### config.mk
export PLATFORM = sky130hd
export DESIGN_NAME = mem_port_arbiter
export DESIGN_NICKNAME = d
export VERILOG_FILES = /design/src/rtl/mem_port_arbiter_pkg.sv /design/src/rtl/rr_arbiter2.sv /design/src/rtl/mem_port_arbiter.sv
export SDC_FILE = /design/constraint.sdc
export NUM_CORES = 1
export LEC_CHECK = 0
export ABC_AREA = 1
export CAP_MARGIN = 5
export CORE_AREA = 3 3 177 179
export DETAILED_ROUTE_END_ITERATION = 16
export DIE_AREA = 0 0 180 182
export SLEW_MARGIN = 30
export SYNTH_ARGS = -nofsm -noshare
export SYNTH_HDL_FRONTEND = slang
export SYNTH_SLANG_ARGS = --single-unit
### constraint.sdc
create_clock -name clk -period 2.05 [get_ports clk]
set_input_delay 0.41 -clock clk [delete_from_list [all_inputs] [get_ports clk]]
set_output_delay 0.41 -clock clk [all_outputs]
set_load 0.03 [all_outputs]
### src/rtl/mem_port_arbiter_pkg.sv
// Shared encodings for the instruction/data memory port arbiter: access sizes,
// requester ids, FSM states and small alignment/masking helpers.
package mem_port_arbiter_pkg;

    localparam logic [1:0] MEM_BYTE  = 2'd0;
    localparam logic [1:0] MEM_HALF  = 2'd1;
    localparam logic [1:0] MEM_WORD  = 2'd2;
    localparam logic [1:0] MEM_DWORD = 2'd3;

    localparam logic [1:0] RAM_NOWRITE = 2'd3;

    localparam logic REQ_IF = 1'b0;
    localparam logic REQ_D  = 1'b1;

    typedef enum logic [1:0] {
        ST_IDLE  = 2'd0,
        ST_BEAT0 = 2'd1,
        ST_BEAT1 = 2'd2,
        ST_DONE  = 2'd3
    } arb_state_e;

    function automatic logic is_misaligned(input logic [1:0] size, input logic [2:0] addr_lo);
        logic bad;
        case (size)
            MEM_HALF:  bad = addr_lo[0];
            MEM_WORD:  bad = |addr_lo[1:0];
            MEM_DWORD: bad = |addr_lo;
            default:   bad = 1'b0;
        endcase
        return bad;
    endfunction

    // A doubleword beat keeps all 32 bits, exactly like a word.
    function automatic logic [31:0] mask_read(input logic [1:0] size, input logic [31:0] data);
        logic [31:0] masked;
        case (size)
            MEM_BYTE: masked = {24'b0, data[7:0]};
            MEM_HALF: masked = {16'b0, data[15:0]};
            default:  masked = data;
        endcase
        return masked;
    endfunction

endpackage

### src/rtl/rr_arbiter2.sv
// Two-way round-robin grant: on a tie the favoured requester wins, and every
// accepted grant hands the preference to the other side.
module rr_arbiter2
    import mem_port_arbiter_pkg::*;
#(
    parameter bit FETCH_FIRST = 1'b1
) (
    input  logic       clk,
    input  logic       reset,
    input  logic [1:0] req,
    input  logic       advance,
    output logic [1:0] gnt
);

    logic prio_q, prio_d;

    always_comb begin
        gnt    = req;
        prio_d = prio_q;
        if (req == 2'b11) begin
            gnt = (prio_q == REQ_D) ? 2'b10 : 2'b01;
        end
        if (advance && (|gnt)) begin
            prio_d = gnt[REQ_IF] ? REQ_D : REQ_IF;
        end
    end

    always_ff @(posedge clk or negedge reset) begin
        if (!reset) begin
            prio_q <= FETCH_FIRST ? REQ_IF : REQ_D;
        end else begin
            prio_q <= prio_d;
        end
    end

endmodule

### src/rtl/mem_port_arbiter.sv
// Shares the single-ported RAM between instruction fetch and load/store,
// splitting doubleword accesses into two 32-bit beats and acking the owner.
module mem_port_arbiter
    import mem_port_arbiter_pkg::*;
#(
    parameter int unsigned ADDR_W      = 32,
    parameter bit          FETCH_FIRST = 1'b1
) (
    input  logic              clk,
    input  logic              reset,
    input  logic              if_req,
    input  logic [ADDR_W-1:0] if_addr,
    output logic              if_ack,
    output logic [31:0]       if_rdata,
    input  logic              d_req,
    input  logic              d_we,
    input  logic [1:0]        d_size,
    input  logic [ADDR_W-1:0] d_addr,
    input  logic [63:0]       d_wdata,
    output logic              d_ack,
    output logic [63:0]       d_rdata,
    output logic              d_err,
    output logic [31:0]       ram_addr,
    output logic [31:0]       ram_data_i,
    output logic [1:0]        ram_mem_size,
    input  logic [31:0]       ram_data_o
);

    arb_state_e        state_q, state_d;
    logic              owner_q, owner_d;
    logic [ADDR_W-1:0] addr_q, addr_d;
    logic [1:0]        size_q, size_d;
    logic              we_q, we_d;
    logic [63:0]       wdata_q, wdata_d;
    logic [63:0]       rdata_q, rdata_d;
    logic              err_q, err_d;

    logic [1:0] gnt;
    logic       advance;

    rr_arbiter2 #(
        .FETCH_FIRST(FETCH_FIRST)
    ) u_rr (
        .clk    (clk),
        .reset  (reset),
        .req    ({d_req, if_req}),
        .advance(advance),
        .gnt    (gnt)
    );

    // The RAM only ever sees a write size during a beat; IDLE and DONE park it
    // at RAM_NOWRITE so an abandoned or misaligned access cannot corrupt memory.
    always_comb begin
        state_d      = state_q;
        owner_d      = owner_q;
        addr_d       = addr_q;
        size_d       = size_q;
        we_d         = we_q;
        wdata_d      = wdata_q;
        rdata_d      = rdata_q;
        err_d        = err_q;
        advance      = 1'b0;
        ram_addr     = '0;
        ram_data_i   = '0;
        ram_mem_size = RAM_NOWRITE;
        if_ack       = 1'b0;
        d_ack        = 1'b0;

        case (state_q)
            ST_IDLE: begin
                if (|gnt) begin
                    advance = 1'b1;
                    err_d   = 1'b0;
                    rdata_d = '0;
                    if (gnt[REQ_IF]) begin
                        owner_d = REQ_IF;
                        addr_d  = if_addr;
                        size_d  = MEM_WORD;
                        we_d    = 1'b0;
                        wdata_d = '0;
                        state_d = ST_BEAT0;
                    end else begin
                        owner_d = REQ_D;
                        addr_d  = d_addr;
                        size_d  = d_size;
                        we_d    = d_we;
                        wdata_d = d_wdata;
                        if (is_misaligned(d_size, d_addr[2:0])) begin
                            err_d   = 1'b1;
                            state_d = ST_DONE;
                        end else begin
                            state_d = ST_BEAT0;
                        end
                    end
                end
            end
            ST_BEAT0: begin
                ram_addr   = 32'(addr_q);
                ram_data_i = wdata_q[31:0];
                if (we_q) begin
                    ram_mem_size = (size_q == MEM_DWORD) ? MEM_WORD : size_q;
                end
                rdata_d = {32'b0, mask_read(size_q, ram_data_o)};
                state_d = (size_q == MEM_DWORD) ? ST_BEAT1 : ST_DONE;
            end
            ST_BEAT1: begin
                ram_addr   = 32'(addr_q) + 32'd4;
                ram_data_i = wdata_q[63:32];
                if (we_q) begin
                    ram_mem_size = MEM_WORD;
                end
                rdata_d[63:32] = ram_data_o;
                state_d        = ST_DONE;
            end
            ST_DONE: begin
                if_ack  = (owner_q == REQ_IF);
                d_ack   = (owner_q == REQ_D);
                state_d = ST_IDLE;
            end
            default: state_d = ST_IDLE;
        endcase
    end

    always_ff @(posedge clk or negedge reset) begin
        if (!reset) begin
            state_q <= ST_IDLE;
            owner_q <= REQ_IF;
            addr_q  <= '0;
            size_q  <= MEM_BYTE;
            we_q    <= 1'b0;
            wdata_q <= '0;
            rdata_q <= '0;
            err_q   <= 1'b0;
        end else begin
            state_q <= state_d;
            owner_q <= owner_d;
            addr_q  <= addr_d;
            size_q  <= size_d;
            we_q    <= we_d;
            wdata_q <= wdata_d;
            rdata_q <= rdata_d;
            err_q   <= err_d;
        end
    end

    assign if_rdata = rdata_q[31:0];
    assign d_rdata  = we_q ? 64'b0 : rdata_q;
    assign d_err    = err_q;

endmodule

Yosys cells after proc, flatten, opt, wreduce, memory -nomap -nowiden
Index checks and enable logic that the tools add are counted.

Eq/ne operators: 10. Mux-type cells: 34. Magnitude comparators: 0. Multipliers: 0. Add/sub/neg operators: 1. Div/mod/pow operators: 0. Shifts and indexed selects: 0. Reduce and logical (&&, ||, !) cells: 11. Bitwise operators: 1.

Operator list (number): case mux 32 bit (2 select lines) (4); 2-to-1 mux 64 bit (3); case mux 32 bit (3 select lines) (1); adder 32 x 3 -> 32 bit, second input constant (1); 2-to-1 mux 32 bit (1); 2-to-1 mux 2 bit (8); 2-to-1 mux 1 bit (14); == test 2 bit, second input constant (6); case mux 2 bit (4 select lines) (1); == test 2 x 1 -> 1 bit, second input constant (3); AND reduction 2 bit (3); zero test 2 bit (2); case mux 2 bit (2 select lines) (1); OR reduction 2 bit (2); case mux 1 bit (3 select lines) (1); nonzero test 3 bit (1); OR reduction 3 bit (1); inequality test 2 bit, second input constant (1); nonzero test 2 bit (1); logical AND 1 bit (1); NOT 1 bit (1).

Output and inout bits: 165. Latch bits: 0. Memory bits (read-only): 0. Register bits after elaboration: 168. Bits in writable memories: 0. Input bits: 167. Memories: 0.

Longest topological paths before layout
Gate-level depths: netlist (run 1).

Depth in word-level cells: 9. Depth in mapped cells: 11.

By module
Synthesis (run 1) repeated with hierarchy kept, for this count alone.

Cells, all modules: 1156. Area, all modules: 8937.3 µm².

By module, submodules not included: mem_port_arbiter (times used 1, area an instance 8877.3 µm², cells an instance 1148); rr_arbiter2 (times used 1, area an instance 60.1 µm², cells an instance 8).

Least setup slack after synthesis (run 1)
No wires, ideal clock.

Kind: reg-to-output. Start: reg state_q[1]. End: out ram_addr[8]. Path slack: -210 ps. Stages on the path, launching flop included: 7. Buffers on the path: 2. Arrival time: 1850 ps. Cells stage by stage: dfrtp_1 > inv_1 > ha_1 > buf_2 > buf_1 > a21oi_1 > nor3_1.

Word-level cells in the longest chain between the ends: 2. Elaborated cells between the ends (all ways): 3. Classes of those cells: eq/ne (2); mux (1).

RTL lines: start: declaration (RTL line mem_port_arbiter.sv:29) `arb_state_e state_q, state_d;`; start signal: assignment (RTL line mem_port_arbiter.sv:135) `state_q <= state_d;`; == test 2 bit or == test 2 x 1 -> 1 bit (tied branches) (RTL line mem_port_arbiter.sv:69) `case (state_q)`; case mux 32 bit (2 select lines) (*) (RTL line mem_port_arbiter.sv:69); end: declaration (RTL line mem_port_arbiter.sv:23) `output logic [31:0] ram_addr,`.

Every way passes the cells marked *; elsewhere a longest branch is shown, timed or not.

Worst setup path after layout (run 1)
Start: reg addr_q[2]. End: out ram_addr[29].

Word-level cells in the longest chain between the ends: 2.

RTL lines: start: declaration (RTL line mem_port_arbiter.sv:31) `logic [ADDR_W-1:0] addr_q, addr_d;`; start signal: assignment (RTL line mem_port_arbiter.sv:137) `addr_q <= addr_d;`; adder 32 x 3 -> 32 bit (RTL line mem_port_arbiter.sv:107) `ram_addr = 32'(addr_q) + 32'd4;`; case mux 32 bit (2 select lines) (RTL line mem_port_arbiter.sv:69).

No other way between the ends.

==> results.py, run 1 <==
metrics = {
    "yosys": {
        "synth_commonest_cells": "nand2_1, dfrtp_1, nand3_1",
        "synth_area_leaders": "dfrtp_1, nand2_1, nand3_1",
        "synthMuxAreaShare": 0,
        "synthSimpleGateAreaFrac": 0.2306,
        "synth_top_family_by_area": "simple AND/OR/NAND/NOR gates",
        "yosysTopAreaCell": "dfrtp_1",
        "synth_edf_count": 0,
        "synth_area_mm2": 0.008927,
        "postSynthCellCount": 1112,
        "yosysTopAreaCellShare": 0.4709,
        "ys_types": 37,
        "synth_adder_area_share": 0.008409,
        "avgSynthCellArea_um2": 8.028,
        "ys_ff_latch": 168,
        "synth_fp_nets": 1285,
        "synth_ff_type": "dfrtp_1",
        "synthArstFlopShare": 1.000,
        "ys_warn_count": 0,
        "synth_compound_area_frac": 0.1735,
        "synth-xor-area-share": 0,
        "synth_most_common_cell": "nand2_1",
        "synth_seq_area_share": 0.4709,
    },
    "floorplanning": {
        "core_mm2": 0.02972,
        "start_util": 0.3004,
        "die_w_um": 180,
        "fp.dieH_um": 182,
        "num_rows": 63,
        "io_pins": 332,
        "dieArea_mm2": 0.03276,
    },
    "placed_design": {
        "place_area_mm2": 0.01339,
        "dp_hpwl_um": 24440,
        "io_buffer_count": 331,
        "gp_congestion": 0.9444,
        "dp.cells": 1802,
    },
    "timing": {
        "setup_ws_ns": -0.4199,
        "post-route-period-util": 1.205,
        "fin_crit_ns": 2.470,
        "fmax_mhz": 404.9,
        "slew_headroom": 0.6402,
        "finalHoldViolCount": 0,
        "slew_violations": 0,
        "fin_skew_ns": 0.01309,
        "timing.hold.ws_ns": 0.4873,
        "tightest_slew_ns": 0.5396,
        "final-setup-viol-count": 66,
        "rsz0062_at_grt": "yes",
    },
    "global_routing": {
        "grt_pass1_vias": 9127,
        "grt_overflow": 0,
        "grt_max_degree": 84,
        "grt_pass1_wl_um": 52700,
        "antenna_found_initial": 5,
        "track_usage": 0.2007,
    },
    "pwr": {
        "power_per_cell_area_mw_per_mm2": 1832,
        "power.leakage_uw": 0.006636,
        "vdd_drop_max_uv": 886.9,
    },
    "drt": {
        "ant_nets": 0,
        "drc_errors": 0,
        "vias_per_cell": 4.984,
        "firstDrtPassIters": 5,
        "wire_per_inst_um": 19.39,
        "wirelength_um": 36650,
        "drt_iter0_markers": 653,
        "num_vias": 9419,
    },
    "cts": {
        "cts_root_buf": "clkbuf_16",
        "numCtsBuffers": 17,
        "clkSinkCount": 168,
        "htreeDepth": 4,
        "clock_latency_ns": 0.43,
        "clock_path_buffers": 2,
        "clkTransAtPathRegs_ns": 0.08,
        "tritoncts": "done",
    },
    "layout": {
        "n_fill_cell": 2741,
        "final_area_mm2": 0.01537,
        "syn2layout_area_growth_pct": 72.12,
        "stdcell_count": 1890,
        "final_nets": 1657,
        "drive_gt1_frac": 0.3033,
    },
    "worst_setup_path": {
        "worstSetupStartpointType": "register",
        "setup.worst_path.class": "reg2out",
        "cp_slowest_cell": "dfrtp_1",
        "crit_fanout": 4,
        "path_cells": "buf_4 -> nand3_2 -> inv_4 -> buf_12 -> nand3_4 -> nor2_4 -> nand2_1 -> nand2_1 -> nand2_1 -> a21oi_2 -> buf_12",
        "cp.arrival_ns": 2.06,
        "cp-end-kind": "output port",
        "rrSetupSlack_ns": 0.04,
        "worstPathRequired_ns": 1.64,
        "slowest_delay_ns": 0.36,
        "cpMostUsedCell": "nand2_1",
    },
    "flow_run": {
        "cap_violations": 0,
    },
    "outcome": {
        "violations": "negative setup slack",
        "status": "finished, violations left",
    },
    "min_path": {
        "hp-class": "in2async",
    },
}
==> where the power goes <==
group	internal, µW	switching (µW)
registers	4920	1150
logic	8130	10600
clock network	1670	1630
total	14700	13400
==> layout make-up <==
type / instances / area [µm²] / share of cell area
Clock buffer: 18 / 439.2 / 0.02858
Multi-Input combinational cell: 726 / 4586 / 0.2984
Clock inverter: 14 / 148.9 / 0.009690
Tap cell: 390 / 488.0 / 0.03176
Inverter: 115 / 452.9 / 0.02948
Antenna cell: 3 / 7.507 / 0.0004886
Timing Repair Buffer: 456 / 5030 / 0.3273
Sequential cell: 168 / 4214 / 0.2742
==> cells in the final DEF (no fill, tap or decap), types with 11 or more instances in the layout <==
master	Yosys	routed
nand2_2	2	22
buf_4	40	69
nor2_4	2	17
clkdlybuf4s50_1	0	198
o21ai_0	70	64
a21oi_2	1	26
a21oi_4	1	28
nor2_2	5	11
nand4_1	11	11
o211ai_1	23	23
nand2_4	1	18
dfrtp_1	168	160
buf_12	0	63
a22o_1	65	65
clkbuf_16	0	27
nand2_1	209	171
inv_1	108	100
nand3_1	137	129
nor2_1	102	82
buf_6	6	52
clkbuf_2	3	50
==> metal layers <==
| layer | share of wire | GRT usage | vias to the layer above |
|---|---|---|---|
| li1 | - | - | 4425 |
| met1 | 0.43 | 0.2701 | 4535 |
| met2 | 0.48 | 0.3208 | 404 |
| met3 | 0.069 | 0.05048 | 51 |
| met4 | 0.023 | 0.05910 | 4 |
| met5 | 0.00074 | 0 | - |
==> registers in the layout (all words and copies together), names as in the netlist <==
| signal | cells |
|---|---|
| u_rr.prio_q | 1 |
| size_q | 2 |
| rdata_q | 64 |
| owner_q | 1 |
| d_err | 1 |
| addr_q | 32 |
| we_q | 1 |
| wdata_q | 64 |
| state_q | 2 |
==> kinds of logic after synthesis <==
| kind of cell | Yosys count |
|---|---|
| buffers and inverters | 219 |
| flip-flops | 168 |
| adder cells (fa/ha/maj) | 6 |
| AO/OA/AOI/OAI | 241 |
| AND/OR/NAND/NOR | 478 |
==> critical path: cells and delay by family, from the launching register on <==
kind,cells,cell delay [ns]
flops,1,0.36
simple gates,6,0.61
buf+inv,4,0.50
compound gates,1,0.16
==> final timing paths <==
path                            cells after the start                      end              startpoint
worst min-delay path                                2  rdata_q[17]$_DFFE_PN0P_                   reset
worst min register to register                      2        d_err$_DFFE_PN0P_       d_err$_DFFE_PN0P_
min in group clk                                    2        d_err$_DFFE_PN0P_       d_err$_DFFE_PN0P_
worst max-delay path                               11             ram_addr[29]   addr_q[2]$_DFFE_PN0P_
max in group asynchronous                           3  rdata_q[10]$_DFFE_PN0P_                   reset
worst max register to register                     10  rdata_q[23]$_DFFE_PN0P_  state_q[1]$_DFFE_PN0P_
==> stage by stage <==
step / setup WS, ns / total power, µW / util / TNS (ns)
after floorplan: -0.1141 / 14760 / - / -2.266
after detailed placement: -0.05103 / 21460 / 0.4506 / -0.3108
after global placement: -0.01657 / 21340 / 0.4506 / -0.03905
final: -0.4199 / 28150 / 0.5171 / -22.72
after CTS: -0.3975 / 25620 / 0.4880 / -20.14
after global routing: -0.5345 / 29670 / 0.5171 / -29.00
==> timing repair <==
action	in CTS	in global routing
resized for setup	179	236
cloned	2	14
pin swaps	22	51
endpoints found under the setup margin	123	152
hold buffers	1	0
buffers inserted	20	18
hold endpoints to repair	42	0
(Power assumes the default switching activity.)
==> inputs of run 2 (changes only) <==
==> constraint.sdc (replaced) <==
create_clock -name clk -period 2.6 [get_ports clk]
set_input_delay 0.52 -clock clk [delete_from_list [all_inputs] [get_ports clk]]
set_output_delay 0.52 -clock clk [all_outputs]
set_load 0.03 [all_outputs]
==> results.py, run 2 (synthesis gave the netlist of run 1 again) <==
metrics = {
    "outcome": {
        "status": "finished, violations left",
        "violations": "negative setup slack",
    },
    "drt": {
        "vias_per_cell": 5.030,
        "ant_nets": 0,
        "firstDrtPassIters": 7,
        "wirelength_um": 34020,
        "num_vias": 9094,
        "drt_iter0_markers": 799,
        "wire_per_inst_um": 18.82,
        "drc_errors": 0,
    },
    "cts": {
        "clkSinkCount": 168,
        "cts_hold_buf": 0,
        "clock_path_buffers": 2,
        "htreeDepth": 4,
        "clock_latency_ns": 0.42,
        "cts_root_buf": "clkbuf_16",
        "clkTransAtPathRegs_ns": 0.07,
        "tritoncts": "done",
        "numCtsBuffers": 17,
    },
    "floorplanning": {
        "num_rows": 63,
        "fp.dieH_um": 182,
        "io_pins": 332,
        "dieArea_mm2": 0.03276,
        "die_w_um": 180,
        "start_util": 0.3004,
        "core_mm2": 0.02972,
    },
    "timing": {
        "finalHoldViolCount": 0,
        "slew_violations": 0,
        "fmax_mhz": 382.9,
        "post-route-period-util": 1.004,
        "fin_crit_ns": 2.611,
        "slew_headroom": 0.5582,
        "timing.hold.ws_ns": 0.1110,
        "setup_ws_ns": -0.01134,
        "rsz0062_at_grt": "yes",
        "tightest_slew_ns": 0.6627,
        "tns_ns": -0.01134,
        "final-setup-viol-count": 1,
        "fin_skew_ns": 0.01175,
    },
    "min_path": {
        "hp-class": "in2async",
    },
    "placed_design": {
        "io_buffer_count": 331,
        "gp_congestion": 0.9381,
        "dp_hpwl_um": 23780,
        "pre_cts_slack_ns": 0.1717,
        "place_area_mm2": 0.01270,
    },
    "global_routing": {
        "antenna_found_initial": 2,
        "grt_overflow": 0,
        "grt_max_degree": 65,
        "grt_pass1_vias": 8862,
        "track_usage": 0.2005,
        "grt_pass1_wl_um": 52180,
    },
    "flow_run": {
        "cap_violations": 0,
    },
    "worst_setup_path": {
        "setup.worst_path.class": "reg2out",
        "slowest_delay_ns": 0.36,
        "worstSetupStartpointType": "register",
        "cp.arrival_ns": 2.09,
        "worstPathRequired_ns": 2.08,
        "crit_fanout": 6,
        "cp-end-kind": "output port",
        "cp_slowest_cell": "dfrtp_1",
        "path_cells": "ha_2 -> nand2_2 -> nor2_4 -> nand2_4 -> nor2_2 -> nand2_1 -> o21ai_0 -> nor2_2 -> buf_12",
        "cpMostUsedCell": "nor2_2",
    },
    "layout": {
        "layout.cells.most_common": "clkdlybuf4s50_1",
        "antenna_cells": 0,
        "final_nets": 1579,
        "top_regs": "rdata_q x64, wdata_q x64, addr_q x32",
        "n_fill_cell": 2886,
        "layout_common_cells": "clkdlybuf4s50_1, nand2_1, dfrtp_1",
        "drive_gt1_frac": 0.1664,
        "final_area_mm2": 0.01383,
        "syn2layout_area_growth_pct": 54.87,
    },
    "pwr": {
        "power.leakage_uw": 0.005824,
        "power_per_cell_area_mw_per_mm2": 1400,
        "vdd_drop_max_uv": 571.1,
        "p_total_uw": 19350,
    },
}
==> run 2: cell types whose count changed in the layout (fill, tap and decap cells not counted), sizes merged <==
cell	before	now
buf	190	111
clkdlybuf4s50	198	263
clkbuf	78	19
clkdlybuf4s15	7	0
bufinv	0	4
inv	123	119
diode	3	0
clkinv	5	3
clkinvlp	1	3
bufbuf	0	1
dlygate4sd3	1	0
dlymetal6s2s	0	1
==> run 2: layer usage <==
metal / track usage / share of wire / vias up
met2: 0.3302 / 0.47 / 368
met5: 0 / 0.00062 / -
li1: - / - / 4265
met1: 0.2690 / 0.44 / 4420
met3: 0.04748 / 0.071 / 37
met4: 0.04517 / 0.014 / 4
==> run 2: stage by stage <==
| stage | cells | util |
|---|---|---|
| after floorplan | 1112 | - |
| after global placement | 1759 | 0.4274 |
| after detailed placement | 1759 | 0.4274 |
| after CTS | 1803 | 0.4589 |
| after global routing | 1808 | 0.4652 |
| final | 1808 | 0.4652 |
==> run 2: report_power, final <==
group | switching (µW) | internal, µW
clock | 1200 | 1650
combinational | 7100 | 4650
sequential | 870 | 3890
==> run 2: repair_timing <==
item                                    CTS  global route
resized for setup                        46            45
setup buffers                             9             4
pin swaps                                 9            18
gates cloned                              4             1
endpoints found under the setup margin   63            48
==> run 2: worst paths after layout <==
kind	from	end	slack, ns	cells after the start
hold / removal	reset	rdata_q[26]$_DFFE_PN0P_	0.11	1
setup reg to reg	state_q[0]$_DFFE_PN0P_	rdata_q[13]$_DFFE_PN0P_	0.48	9
hold reg to reg	d_err$_DFFE_PN0P_	d_err$_DFFE_PN0P_	0.49	2
max in group asynchronous	reset	addr_q[6]$_DFFE_PN0P_	1.81	2
min in group clk	d_err$_DFFE_PN0P_	d_err$_DFFE_PN0P_	0.49	2
setup / recovery	addr_q[2]$_DFFE_PN0P_	ram_addr[22]	-0.01	9
==> run 2: layout make-up <==
class                   count  area, µm²  area share
clock buffers              18      429.2     0.03104
clock inverters            13      212.7     0.01538
inverters                 115      437.9     0.03167
multi-input cells         726       3961      0.2865
flip-flops and latches    168       4218      0.3051
well taps                 390      488.0     0.03529
repair buffers            377       4071      0.2945
repair inverters            1      7.507   0.0005430
==> run 2: critical path, delay by kind of cell (launching register included) <==
family | cells | cell delay (ns)
fa+ha+maj | 1 | 0.20
flops | 1 | 0.36
compound gates | 1 | 0.22
buf+inv | 1 | 0.14
simple gates | 6 | 0.74
